[config.mk]
export PLATFORM = sky130hd
export DESIGN_NAME = pipe_stage_reg_flat
export DESIGN_NICKNAME = d
export VERILOG_FILES = /design/src/rtl/pipe_stage_reg_if.sv /design/src/rtl/pipe_stage_reg.sv /design/src/flat_wrapper.sv
export SDC_FILE = /design/constraint.sdc
export NUM_CORES = 1
export LEC_CHECK = 0
export BUFFER_PORTS_ARGS = -buffer_cell sky130_fd_sc_hd__clkbuf_2
export CAP_MARGIN = 5
export CORE_ASPECT_RATIO = 0.9
export CORE_UTILIZATION = 45
export DETAILED_ROUTE_END_ITERATION = 10
export PLACE_DENSITY = 0.64
export SYNTH_ARGS = -nofsm -noshare
export SYNTH_HDL_FRONTEND = slang
export SYNTH_SLANG_ARGS = --single-unit
[constraint.sdc]
create_clock -name clk -period 2.12 [get_ports clk]
set_clock_uncertainty 0.1 [all_clocks]
set_input_delay 0.636 -clock clk [delete_from_list [all_inputs] [get_ports clk]]
set_output_delay 0.636 -clock clk [all_outputs]
set_load 0.01 [all_outputs]
[src/rtl/pipe_stage_reg_if.sv]
// -----------------------------------------------------------------------------
// pipe_stage_reg_if
//   Groups the handshake, payload and status signals of one pipeline stage
//   register.
//
//   Signals
//     flush      : synchronous kill of every held entry
//     in_valid   : upstream has a payload
//     in_ready   : stage accepts a payload this cycle
//     in_data    : upstream payload
//     out_valid  : out_data is a valid entry
//     out_ready  : downstream consumes this cycle
//     out_data   : payload to the next stage
//     occupancy  : number of held entries (0..2)
//
//   Modports
//     master : the side that drives the stage (upstream + downstream agents)
//     slave  : the stage register itself
// -----------------------------------------------------------------------------
interface pipe_stage_reg_if #(
    parameter int DATA_W = 64
);
    logic              flush;
    logic              in_valid;
    logic              in_ready;
    logic [DATA_W-1:0] in_data;
    logic              out_valid;
    logic              out_ready;
    logic [DATA_W-1:0] out_data;
    logic [1:0]        occupancy;

    modport master (
        output flush,
        output in_valid,
        output in_data,
        output out_ready,
        input  in_ready,
        input  out_valid,
        input  out_data,
        input  occupancy
    );

    modport slave (
        input  flush,
        input  in_valid,
        input  in_data,
        input  out_ready,
        output in_ready,
        output out_valid,
        output out_data,
        output occupancy
    );
endinterface

[src/rtl/pipe_stage_reg.sv]
// -----------------------------------------------------------------------------
// pipe_stage_reg
//   Pipeline-stage register with valid/ready handshake, optional skid entry,
//   synchronous flush and a configurable bubble payload shown whenever the
//   stage holds nothing valid (e.g. NOP with PC 0 for an IF/ID latch).
//
//   Parameters
//     DATA_W : payload width in bits
//     BUBBLE : payload presented on out_data after reset, flush or drain
//     SKID   : 1 = two entries, registered in_ready
//              0 = one entry, combinational in_ready
//
//   Ports
//     clk    : clock, all state changes on the rising edge
//     rst_n  : asynchronous active-low reset
//     bus    : pipe_stage_reg_if.slave (handshake, payloads, flush, occupancy)
//
//   state     | meaning
//   ----------+---------------------------------------------------------
//   ST_EMPTY  | nothing held, out_valid=0, out_data=BUBBLE
//   ST_ONE    | main register valid, skid empty
//   ST_TWO    | main and skid both valid (only reachable with SKID=1)
//
//   The state encoding equals the entry count, so occupancy is the state
//   register itself and always agrees with out_valid.
// -----------------------------------------------------------------------------
module pipe_stage_reg #(
    parameter int              DATA_W = 64,
    parameter logic [DATA_W-1:0] BUBBLE = DATA_W'(64'h0000_0000_0000_0013),
    parameter bit              SKID   = 1'b1
) (
    input  logic             clk,
    input  logic             rst_n,
    pipe_stage_reg_if.slave  bus
);

    typedef enum logic [1:0] {
        ST_EMPTY = 2'd0,
        ST_ONE   = 2'd1,
        ST_TWO   = 2'd2
    } state_t;

    state_t            state;
    logic              main_valid;
    logic [DATA_W-1:0] main_data;
    logic              skid_valid;
    logic [DATA_W-1:0] skid_data;
    logic              in_ready_q;

    logic              in_ready_w;
    logic              in_fire;
    logic              out_fire;

    // With a skid entry, in_ready is a flop (no path from out_ready);
    // without one, the single entry can be refilled in the cycle it drains.
    assign in_ready_w = SKID ? in_ready_q : (!main_valid | bus.out_ready);

    assign in_fire  = bus.in_valid & in_ready_w;
    assign out_fire = main_valid & bus.out_ready;

    assign bus.in_ready  = in_ready_w;
    assign bus.out_valid = main_valid;
    assign bus.out_data  = main_data;
    assign bus.occupancy = 2'(state);

    always_ff @(posedge clk or negedge rst_n) begin
        if (!rst_n) begin
            state      <= ST_EMPTY;
            main_valid <= 1'b0;
            main_data  <= BUBBLE;
            skid_valid <= 1'b0;
            skid_data  <= BUBBLE;
            in_ready_q <= 1'b1;
        end else if (bus.flush) begin
            // Any same-cycle in_fire is dropped; an out_fire was already
            // taken by downstream, we just do not refill.
            state      <= ST_EMPTY;
            main_valid <= 1'b0;
            main_data  <= BUBBLE;
            skid_valid <= 1'b0;
            in_ready_q <= 1'b1;
        end else begin
            case (state)
                ST_EMPTY: begin
                    if (in_fire) begin
                        state      <= ST_ONE;
                        main_valid <= 1'b1;
                        main_data  <= bus.in_data;
                    end
                end

                ST_ONE: begin
                    case ({in_fire, out_fire})
                        2'b11: begin
                            main_data <= bus.in_data;
                        end
                        2'b10: begin
                            // Without a skid entry in_ready already implies
                            // out_ready here, so this arm is SKID-only.
                            if (SKID) begin
                                state      <= ST_TWO;
                                skid_valid <= 1'b1;
                                skid_data  <= bus.in_data;
                                in_ready_q <= 1'b0;
                            end
                        end
                        2'b01: begin
                            state      <= ST_EMPTY;
                            main_valid <= 1'b0;
                            main_data  <= BUBBLE;
                        end
                        default: begin
                        end
                    endcase
                end

                ST_TWO: begin
                    // in_ready is low here, so only a drain can happen.
                    if (out_fire) begin
                        state      <= ST_ONE;
                        main_data  <= skid_data;
                        skid_valid <= 1'b0;
                        in_ready_q <= 1'b1;
                    end
                end

                default: begin
                    state      <= ST_EMPTY;
                    main_valid <= 1'b0;
                    main_data  <= BUBBLE;
                    skid_valid <= 1'b0;
                    in_ready_q <= 1'b1;
                end
            endcase
        end
    end

endmodule

[src/flat_wrapper.sv]
// flat-port wrapper written by rule: the top's interface ports become plain ports
module pipe_stage_reg_flat 
#(
    parameter int              DATA_W = 64,
    parameter logic [DATA_W-1:0] BUBBLE = DATA_W'(64'h0000_0000_0000_0013),
    parameter bit              SKID   = 1'b1
)
  (clk, rst_n, bus_flush, bus_in_valid, bus_in_data, bus_out_ready, bus_in_ready, bus_out_valid, bus_out_data, bus_occupancy);
  pipe_stage_reg_if #(.DATA_W(DATA_W)) bus_i ();
  input  logic clk;
  input  logic rst_n;
  input wire logic [$bits(bus_i.flush)-1:0] bus_flush;
  input wire logic [$bits(bus_i.in_valid)-1:0] bus_in_valid;
  input wire logic [$bits(bus_i.in_data)-1:0] bus_in_data;
  input wire logic [$bits(bus_i.out_ready)-1:0] bus_out_ready;
  output wire logic [$bits(bus_i.in_ready)-1:0] bus_in_ready;
  output wire logic [$bits(bus_i.out_valid)-1:0] bus_out_valid;
  output wire logic [$bits(bus_i.out_data)-1:0] bus_out_data;
  output wire logic [$bits(bus_i.occupancy)-1:0] bus_occupancy;
  assign bus_i.flush = bus_flush;
  assign bus_i.in_valid = bus_in_valid;
  assign bus_i.in_data = bus_in_data;
  assign bus_i.out_ready = bus_out_ready;
  assign bus_in_ready = bus_i.in_ready;
  assign bus_out_valid = bus_i.out_valid;
  assign bus_out_data = bus_i.out_data;
  assign bus_occupancy = bus_i.occupancy;
  pipe_stage_reg #(.DATA_W(DATA_W), .BUBBLE(BUBBLE), .SKID(SKID)) u_core (.clk(clk), .rst_n(rst_n), .bus(bus_i));
endmodule
==> results, run 1 <==
- The flow ran to the end, and the final reports show no timing, DRC or antenna violations.
- The leading cell type in the layout, fill and taps excluded is clkbuf_2.
- For this design, the CTS-stage hold fixing added 0 buffers.
- During placement, the flow inserted port buffers numbering 136.
- Once detail routing completed, the nets flagged for antenna violations numbered 0.
- The portion of the post-synthesis area used by sequential elements is 46.1%.
- For this block, the initial DRC count from the detailed router was 284.
- In this run the worst setup path begins at u_core.bus.occupancy[0].
- The count of distinct cell types in the synthesized netlist is 35.
- Global routing consumed, over all layers together, 23.6% of the routing resources.
- The startpoint identified for the worst register-to-register timing path is u_core.bus.in_ready.
- Based on the critical path, the design can be clocked at up to 493 MHz.
- After global routing the overflow that remains totals 0.
- The site row count is 43.
- Setup repair after global routing left no endpoint under its margin.
- The power per cell area is 1140 nW/um2.
- In the layout the commonest cells are 134 x clkbuf_2, 123 x dfrtp_1, 67 x mux2_1.
- The signal on the critical path passes through buf_8, clkbuf_2.
- Along the worst path, the maximum fanout reaches 33.
- The post-route fraction of the period consumed by the critical path is ~96%.
- Counting tap cells, the placed design contains a total of 858 instances.
- The master cell of the clock root buffer is clkbuf_16.
- The final instance count without filler cells is between 800 and 900.
- The clock period minus final worst setup slack is approximately 2 ns.
- The latest clock arrival within the worst-skew pair is 0.42 ns.
- STA classifies the critical path startpoint as a flop.
- In the synthesized netlist, the number of instances is 549.
- The worst setup path is captured at an output pin.
- The number of hold violations in the final report is 0.
- 137 I/O pins were placed.
- The number of antenna diodes in the final layout is 0.
- The class of the tightest hold or removal check is in2async.
- In this run the mean area of a mapped cell was around 13 um2.
- The slew at the pin with the worst max-slew slack is 0.508 ns.
- After clock tree synthesis, the setup repair step added 0 buffers.
- The placer congestion estimate is 0.826.
- The number of nets in the finished design is 746.
- The wire length of the first global-routing pass is 29.8 mm.
- The synthesis warning total is 0.
- Across all layers, the routed design uses 5,300 vias.
- In the routed design, unresolved DRC markers number 0.
- The kind of critical path is reg2out.
- The number of buffers and inverters on the critical path is 2.
- The via count of the first global-routing pass was between 5,000 and 6,000.
- The final-layout fill cell count is ~1,300.
- The via density per instance is 5.96.
- From left edge to right edge, the die measures 135 um.
- Clock-pin slew was measured on the worst setup and hold paths at approximately 0.05 ns.
- Grouping stages by cell kind, the critical path spends the most delay in flip-flops.
- The worst-case IR drop observed on VDD is 635 uV.
- The total count of max-transition violations in the final report was 0.
- The final-report setup violation count is 0.
- The pin count of the biggest net entering global routing is 66.
- The initial antenna violation count is 0.
- Cells with a size suffix above 1 make up approximately two fifths of the layout.
- Synthesis inferred 132 register bits.
- The H-tree generated during clock tree synthesis spans 4 levels.
- The largest individual stage delay along the critical path comes from the cell dfrtp_2.
- After detailed routing, the average wire length per cell comes to 20.6 um.
- The die area is 16,500 um2.
- The floorplan core area is approximately 15,000 um2.
- After layout, the worst setup slack is 0.0933 ns.
- Compared with the post-synthesis result, the final layout area differs by 22.9%.
- The initial utilization of the core area, before any placement, comes to 46.4%.
- The count of TritonRoute iterations in the first routing pass is 4.
- The number of maximum-capacitance violations is 0.
- Measured against its own limit, the worst slew margin works out to 66.0%.
- The required time of the critical path is 1.38 ns.
- TritonCTS built the clock tree.
- The worst stage delay on the critical path is 0.44 ns.
- The total standard cell area after synthesis is 7190 um2.
- Once detailed placement completed, the half-perimeter wirelength came to between 10 and 15 mm.
- The number of nets in the synthesized netlist is 620.
- After detailed routing, the total wire length is 18.3 mm.
- The number of clock buffers added by TritonCTS is 17.
- At the worst endpoint, the arrival time is approximately 1.3 ns.
- The die extent in y is 122 um.
- Counting every sink on the clock net gives 132.
- No sink is reached through more buffers than the 2 on the longest clock path.
- In this run the static leakage power is 3.84 nW.
- The worst slack at placement is -0.0771 ns.
-- metrics by stage --
step	util (%)	hold WS, ns	cell area, um2	power, mW	TNS, ns
final	57.0	0.0382	8840	10.1	0
after global routing	57.0	0.0461	8840	10.6	0
after CTS	57.0	0.0312	8830	10.1	0
after detailed placement	53.1	0.376	8230	7.13	-2.82
after global placement	53.1	0.366	8230	7.00	-0.0692
after floorplan	-	0.240	7190	6.09	0
-- state kept, by name (all words and copies together) (netlist names) --
name and flops:
u_core.bus.out_valid 1, u_core.bus.in_ready 1, u_core.bus.occupancy 2, u_core.skid_data 64
u_core.bus.out_data 64
-- cell usage after synthesis, drive strengths merged --
library cell / n / area share (%)
nor3b: 62 / 6.5
o32a: 1 / 0.14
a21oi: 4 / 0.28
and3: 2 / 0.17
mux2: 67 / 10
nand2b: 1 / 0.087
nor3: 1 / 0.070
buf: 30 / 3.0
o21ai: 1 / 0.070
inv: 3 / 0.16
and3b: 1 / 0.12
nand3: 4 / 0.28
or2: 2 / 0.17
clkbuf: 33 / 1.7
a2bb2oi: 61 / 7.4
nor2: 2 / 0.14
o32ai: 1 / 0.12
dfrtp: 125 / 44
nand2: 5 / 0.26
o21bai: 2 / 0.21
nand3b: 2 / 0.21
ha: 2 / 0.35
or3: 1 / 0.087
o22ai: 3 / 0.26
dfstp: 7 / 2.6
mux2i: 61 / 8.5
a221oi: 61 / 13
nor4bb: 1 / 0.14
o221ai: 3 / 0.37
-- worst reg2reg max path, stage by stage (launching register included) --
cell     delay (ns)
dfstp_2        0.58
nand2_1        0.09
inv_1          0.06
ha_1           0.16
nor3b_2        0.19
buf_4          0.18
buf_12         0.17
mux2_1         0.36
-- final cells by class --
type	count	area [um2]	area share (%)
timing repair buffer	170	1110	12.6
clock buffer	22	464	5.25
multi-input combinational	351	3550	40.2
clock inverter	10	130	1.47
sequential	132	3320	37.5
tap	202	253	2.86
inverter	3	11.3	0.127
-- kinds of logic after synthesis --
logic type | count (synthesis) | share of synthesized area [%]
flip-flops | 132 | 46.1
multiplexers | 128 | 19.0
buffers and inverters | 66 | 4.87
AO/OA/AOI/OAI | 137 | 21.5
AND/OR/NAND/NOR | 84 | 8.21
adder cells (fa/ha/maj) | 2 | 0.348
-- final timing paths --
kind	endpoint	slack, ns	cells past startpoint
setup / recovery	bus_occupancy[0]	0.09	2
hold / removal	u_core.skid_data[11]	0.04	1
setup reg to reg	u_core.skid_data[42]	0.12	7
hold reg to reg	u_core.skid_data[7]	0.39	1
max in group asynchronous	u_core.skid_data[8]	1.26	2
min in group clk	u_core.skid_data[61]	0.37	2
-- repair_timing --
item                                    CTS  global route
hold endpoints to repair                  0             0
endpoints found under the setup margin    2             2
resized for setup                         2             2
cloned                                    0             0
-- per-layer routing --
layer | vias to the layer above | wire (um) | global-route usage, %
li1 | 2416 | - | -
met1 | 2741 | 8560 | 31.6
met2 | 130 | 8690 | 38.1
met3 | 13 | 889 | 5.74
met4 | 0 | 200 | 6.74
met5 | - | 0 | 0
-- power by group --
| part | switching, mW | internal [mW] | leakage [nW] |
|---|---|---|---|
| registers | 0.484 | 3.44 | 1.65 |
| logic | 1.64 | 1.52 | 1.91 |
| clock network | 1.06 | 1.90 | 0.290 |
(Power assumes the default switching activity.)
==> run 2: changes to the inputs <==
--- a/config.mk
+++ b/config.mk
@@ -9,8 +9,10 @@
 export CAP_MARGIN = 5
 export CORE_ASPECT_RATIO = 0.9
 export CORE_UTILIZATION = 45
+export CTS_BUF_LIST = sky130_fd_sc_hd__clkbuf_8
 export DETAILED_ROUTE_END_ITERATION = 10
 export PLACE_DENSITY = 0.64
+export RECOVER_POWER = 25
 export SYNTH_ARGS = -nofsm -noshare
 export SYNTH_HDL_FRONTEND = slang
 export SYNTH_SLANG_ARGS = --single-unit
==> constraint.sdc (replaced) <==
create_clock -name clk -period 2.12 [get_ports clk]
set_clock_uncertainty 0.1 [all_clocks]
set_input_delay 0.212 -clock clk [delete_from_list [all_inputs] [get_ports clk]]
set_output_delay 0.212 -clock clk [all_outputs]
set_load 0.01 [all_outputs]
==> results, run 2 (same netlist as run 1, synthesis figures left out) <==
- The pin count of the biggest net entering global routing is 67.
- Counting cells, the worst reg-to-reg path comes to 7.
- The worst hold margin is 0.0774 ns.
- The first element of the critical path is u_core.bus.in_ready.
- The final standard cell utilization of the core is a little under 60%.
- The register-to-register path setup slack is 0.08 ns.
- Across all setup checks in the final design, the least slack found is slightly below 0.08 ns.
- The post-route netlist has 36.2% of its cells at a drive strength greater than 1.
- The total via count in the routed design is 5,542.
- The standby leakage power is 3.97 nW.
- The total power after layout is 9.17 mW.
- The total routing resource utilization after global routing is 23.3%.
- The number of hold violations in the final report came to 0.
- The worst slack at placement is 0.0861 ns.
- The via count of the first global-routing pass is 5,645.
- Counting the buffers created by CTS gives 17.
- The destination of the worst register-to-register timing path is u_core.skid_data[45].
- The clock-pin transition on the worst setup and hold timing paths is 0.07 ns.
- After detailed routing, the number of vias per cell comes to 5.83.
- The cell count after placement is 854.
- The worst path in the final design needs a cycle of 2.04 ns, including I/O delays and setup.
- The number of H-tree levels is 4.
- In this run the tightest slew margin relative to its limit is roughly half.
- At the pin with the least slew margin, the transition time is 0.733 ns.
- The initial antenna violation count is 0.
- Leaving out filler cells and counting taps, the final layout contains between 900 and 1,000.
- The final-report setup violation count is 0.
- The total count of max-transition violations in the final report is 0.
- The number of top-level pins is 137.
- The core region is ~15,000 um2.
- The number of setup buffers added after CTS is 0.
- The run finished with clean final reports.
- The sort of element at the end of the critical path is a flop.
- The highest ir drop seen on vdd is 545 uV.
- Static timing analysis puts the maximum clock frequency at 490 MHz.
- The class of the tightest hold or removal check is in2reg.
- The maximum buffer depth of the clock tree is 2.
- Data on the critical path is required at its endpoint by 2.34 ns.
- The net count of the finished layout is 808.
- After detailed routing, the average wire length per cell comes to about 19 um.
- In this run the power density over the cells is 1000 nW/um2.
- The leading cell type in the layout, fill and taps excluded is clkbuf_2.
- The die is ~140 um wide.
- TritonCTS built the clock tree.
- By startpoint and endpoint, the worst setup path is classified as reg2reg.
- In this run the clock root is driven by a clkbuf_8.
- The highest-delay cell along the critical path is dfstp_2.
- The critical path contains buffers and inverters numbering 3 combined.
- The worst flop-to-flop path startpoint is u_core.bus.in_ready.
- In this run the number of cells on the critical path is 7.
- The latest clock arrival within the worst-skew pair is roughly 0.45 ns.
- Summing all non-filler instances in the final layout gives an area of 9160 um2.
- The final total negative setup slack is 0 ns.
- In this run the remaining antenna-violating nets after routing total 0.
- The total DRC errors in the routed layout is 0.
- The die covers 16,500 um2.
- The placer congestion estimate is 0.818.
- The leftover overflow at the end of global routing is 0.
- The violation count after the first detailed-routing iteration is 237.
- The synthesis-to-finish area growth is 27.4%.
- The wire length of the first global-routing pass is 29.6 mm.
- The initial core utilization is 46.4%.
- The worst stage delay on the critical path is 0.58 ns.
- Data arrives at the worst endpoint at 2.26 ns.
- The sum of routed wire length over all layers is around 18 mm.
- The biggest fanout along the worst timing path is 15.
- Summed over all nets, the half-perimeter wirelength after detailed placement is 11.8 mm.
- The total inserted antenna cells is 0.
- The cell area reported after detailed placement is 8130 um2.
- Walking the worst path, the cells encountered are nand2_1, inv_1, ha_1, nor3b_4, buf_4, buf_12, mux2_1.
- The die extent in y is 122 um.
- Max-cap violations in this run came to 0.
- The kind of cell with the highest combined delay along the critical path is flip-flops.
- The number of buffers added on ports is 136.
- The clock sink total is between 100 and 150.
- The site row count is 43.
- The library cells used most frequently in the layout, excluding fill and tap cells, are 135 x clkbuf_2, 123 x dfrtp_1, 67 x mux2_1.
- Following the worst setup path forward leads to its endpoint at u_core.skid_data[45].
- The post-route fraction of the period consumed by the critical path is a little over nine tenths.
- The launching element type of the critical path is a flop.
- The first TritonRoute pass finished after 5 iterations.
## run 2: how the worst min path moves through the flow
stage,from,slack (ns),cells past startpoint,to
finish,bus_out_ready,0.08,4,u_core.bus.occupancy[1]
global route,bus_out_ready,0.09,4,u_core.bus.occupancy[1]
CTS,bus_out_ready,0.05,4,u_core.bus.occupancy[1]
detailed placement,rst_n,0.16,1,u_core.bus.out_data[9]
global placement,rst_n,0.16,1,u_core.bus.out_data[11]
floorplan,rst_n,-0.18,0,u_core.bus.occupancy[0]
## run 2: layout make-up
class / instances / area [um2]
Fill cell: 1298 / 6340
Multi-Input combinational cell: 351 / 3560
Sequential cell: 132 / 3320
Timing Repair Buffer: 232 / 1640
Clock buffer: 22 / 303
Tap cell: 202 / 253
Clock inverter: 9 / 77.6
Inverter: 3 / 11.3
## run 2: worst register-to-register path: cells and delay by family, from the launching register on
family	cells	cell delay (ns)
muxes	1	0.34
DFF	1	0.58
buffers and inverters	3	0.39
adders and majority gates	1	0.17
and+or+nand+nor	2	0.33
## run 2: timing repair
item	CTS	global route
setup endpoints to repair	0	28
endpoints found under the hold margin	128	0
hold buffers	66	0
gates resized for setup	0	1
## run 2: per-layer routing
layer / part of all wire, % / GRT usage [%] / vias to the layer above
met2: 47 / 37.5 / 151
met5: 0 / 0 / -
li1: - / - / 2533
met1: 47 / 31.5 / 2833
met4: 1.3 / 7.51 / 0
met3: 4.4 / 4.54 / 25
## run 2: report_power, final
group / switching [mW] / internal [mW]
Clock: 0.986 / 1.07
Combinational: 1.64 / 1.54
Sequential: 0.490 / 3.44
==> run 3: changes to the inputs <==
--- a/config.mk
+++ b/config.mk
@@ -12,7 +12,8 @@
 export CTS_BUF_LIST = sky130_fd_sc_hd__clkbuf_8
 export DETAILED_ROUTE_END_ITERATION = 10
 export PLACE_DENSITY = 0.64
-export RECOVER_POWER = 25
+export RECOVER_POWER = 50
+export SETUP_SLACK_MARGIN = 0.05
 export SYNTH_ARGS = -nofsm -noshare
 export SYNTH_HDL_FRONTEND = slang
 export SYNTH_SLANG_ARGS = --single-unit
==> results, run 3 (same netlist as run 1, synthesis figures left out) <==
- The run finished with clean final reports.
- The fraction of layout cells with a size suffix above 1 is 32.3%.
- In the final design database the tool counted 815 nets.
- The finished cells cover 9230 um2.
- Across the run, the number of max-cap violations was 0.
- The launching element type of the critical path is a flop.
- The first global-routing pass estimated 29.6 mm of wire.
- The power per cell area is 995 nW/um2.
- TritonCTS built the clock tree.
- Counting along the longest clock path gives a buffer depth of 2.
- The total via count in the routed design is 5,576.
- Dividing the detail-routed via count by the number of cells gives 5.82.
- For the worst-skew pair, the clock arrives at the later sink with an insertion delay of 0.46 ns.
- The initial antenna violation count is 0.
- The worst hold path belongs to the class in2reg.
- In the final routed layout, each cell accounts on average for slightly below 20 um.
- The multi-input combinational cell area is 3560 um2.
- In this run the static leakage power is 3.90 nW.
- The die is 135 um wide.
- The timing-limited maximum frequency is 482 MHz.
- In the post-route analysis, the smallest setup slack over all paths is about 0.045 ns.
- The register-to-register path setup slack is 0.05 ns.
- The library cells used most frequently in the layout, excluding fill and tap cells, are 123 x dfrtp_1, 101 x clkbuf_2, 67 x mux2_1.
- The arrival time of the worst setup path is 2.31 ns.
- In the routed design, unresolved DRC markers number 0.
- The number of buffers added on ports is between 100 and 150.
- The leftover overflow at the end of global routing is 0.
- The total count of max-transition violations in the final report is 0.
- After filler insertion, the fill cell instance count of the layout stands at 1,298.
- The via count of the first global-routing pass was 5,645.
- The sort of element at the end of the critical path is a flop.
- The placer congestion estimate is 0.818.
- After floorplanning, the core was sized to cover 15,500 um2.
- For the pin with the worst max-slew slack, the measured transition is 0.740 ns.
- The number of hold violations in the final report was 0.
- The headroom to the max-slew limit is 50.7%.
- Across the whole layout, storage elements account for 3320 um2.
- 137 I/O pins were placed.
- The total routing resource utilization after global routing is 23.3%.
- From synthesis to final layout, the design area changed by 28.4%.
- The critical path is of the reg2reg type.
- The worst path needs 2.07 ns of the cycle, external delays included.
- The tree is rooted in a clkbuf_8.
- Clock tree synthesis found a total of 132 sinks.
- The H-tree generated during clock tree synthesis spans 4 levels.
- The post-route fraction of the period consumed by the critical path is 97.9%.
- Leaving out fill and tap cells, the most frequent cell in the layout is dfrtp_1.
- The number of CTS-inserted buffers is 17.
- After detailed routing, the total wire length is 18.7 mm.
- The half-perimeter wire length after placement is ~12 mm.
- The number of antenna diodes in the final layout is 0.
- Once detail routing completed, the nets flagged for antenna violations numbered 0.
- The final-report setup violation count is 0.
- The worst slack at placement is 0.0861 ns.
- The pin count of the biggest net entering global routing is 67.
- The clock-pin transition on the worst setup and hold timing paths is 0.07 ns.
- After floorplanning, the core was divided into 43 placement rows.
- The die area is between 15,000 and 20,000 um2.
- The die extent in y is 122 um.
- Of all nets on the critical path, the largest fanout is 7.
- The first detailed-routing pass ran for 5 iterations.
- For this configuration, the core starts out at a cell density of 46.4%.
- The cell area reported after detailed placement is 8130 um2.
- In this run, the number of DRC markers left after iteration 0 of detailed routing was 314.
- The highest ir drop seen on vdd is around 550 uV.
- The required time of the critical path is about 2.4 ns.
[run 3: final timing paths]
check	start	to	cells past startpoint
max	u_core.bus.in_ready	u_core.skid_data[56]	8
min in group asynchronous	rst_n	u_core.bus.out_data[9]	2
max reg2reg	u_core.bus.in_ready	u_core.skid_data[56]	8
min reg2reg	u_core.skid_data[11]	u_core.skid_data[11]	1
max in group asynchronous	rst_n	u_core.skid_data[56]	3
min	bus_out_ready	u_core.bus.occupancy[1]	4
[run 3: metrics by stage]
stage	total power [mW]	instances	utilization, %	TNS (ns)	hold slack (ns)
4_1_cts	9.22	951	59.2	0	0.0463
2_1_floorplan	6.09	549	-	0	-0.184
5_1_grt	9.67	958	59.6	-0.0425	0.0958
6_report	9.18	958	59.6	0	0.0803
3_3_place_gp	6.92	854	52.5	0	0.164
3_5_place_dp	7.07	854	52.5	0	0.164
[run 3: power breakdown]
| group | total, mW | switching [mW] | leakage (nW) | internal, mW |
|---|---|---|---|---|
| combinational | 3.19 | 1.66 | 2.06 | 1.53 |
| clock | 2.06 | 0.997 | 0.192 | 1.06 |
| sequential | 3.93 | 0.489 | 1.65 | 3.44 |
| total | 9.18 | 3.15 | 3.90 | 6.04 |
[run 3: layer usage]
metal  global-route usage [%]  wire length [um]
met5                        0                 0
met4                     7.51               266
met3                     4.54               871
met2                     37.5              8750
met1                     31.5              8820
[run 3: final cells by class]
| type | count | area share, % |
|---|---|---|
| inverter | 3 | 0.122 |
| clock inverter | 9 | 0.840 |
| multi-input combinational | 351 | 38.6 |
| timing repair buffer | 239 | 18.5 |
| clock buffer | 22 | 3.28 |
| tap | 202 | 2.74 |
| sequential | 132 | 35.9 |
[run 3: critical path, stage by stage, from the launching register on]
cell and delay [ns]:
dfstp_2 0.58, nand2_2 0.08, inv_1 0.06, ha_2 0.18, nor3b_4 0.21, buf_6 0.14, buf_8 0.13, clkbuf_16 0.15
mux2_1 0.31
[run 3: repair_timing]
action,in CTS,in global routing
gates resized for setup,0,6
buffers inserted,0,4
hold buffers,66,0
endpoints found under the setup margin,0,62
hold endpoints to repair,128,0
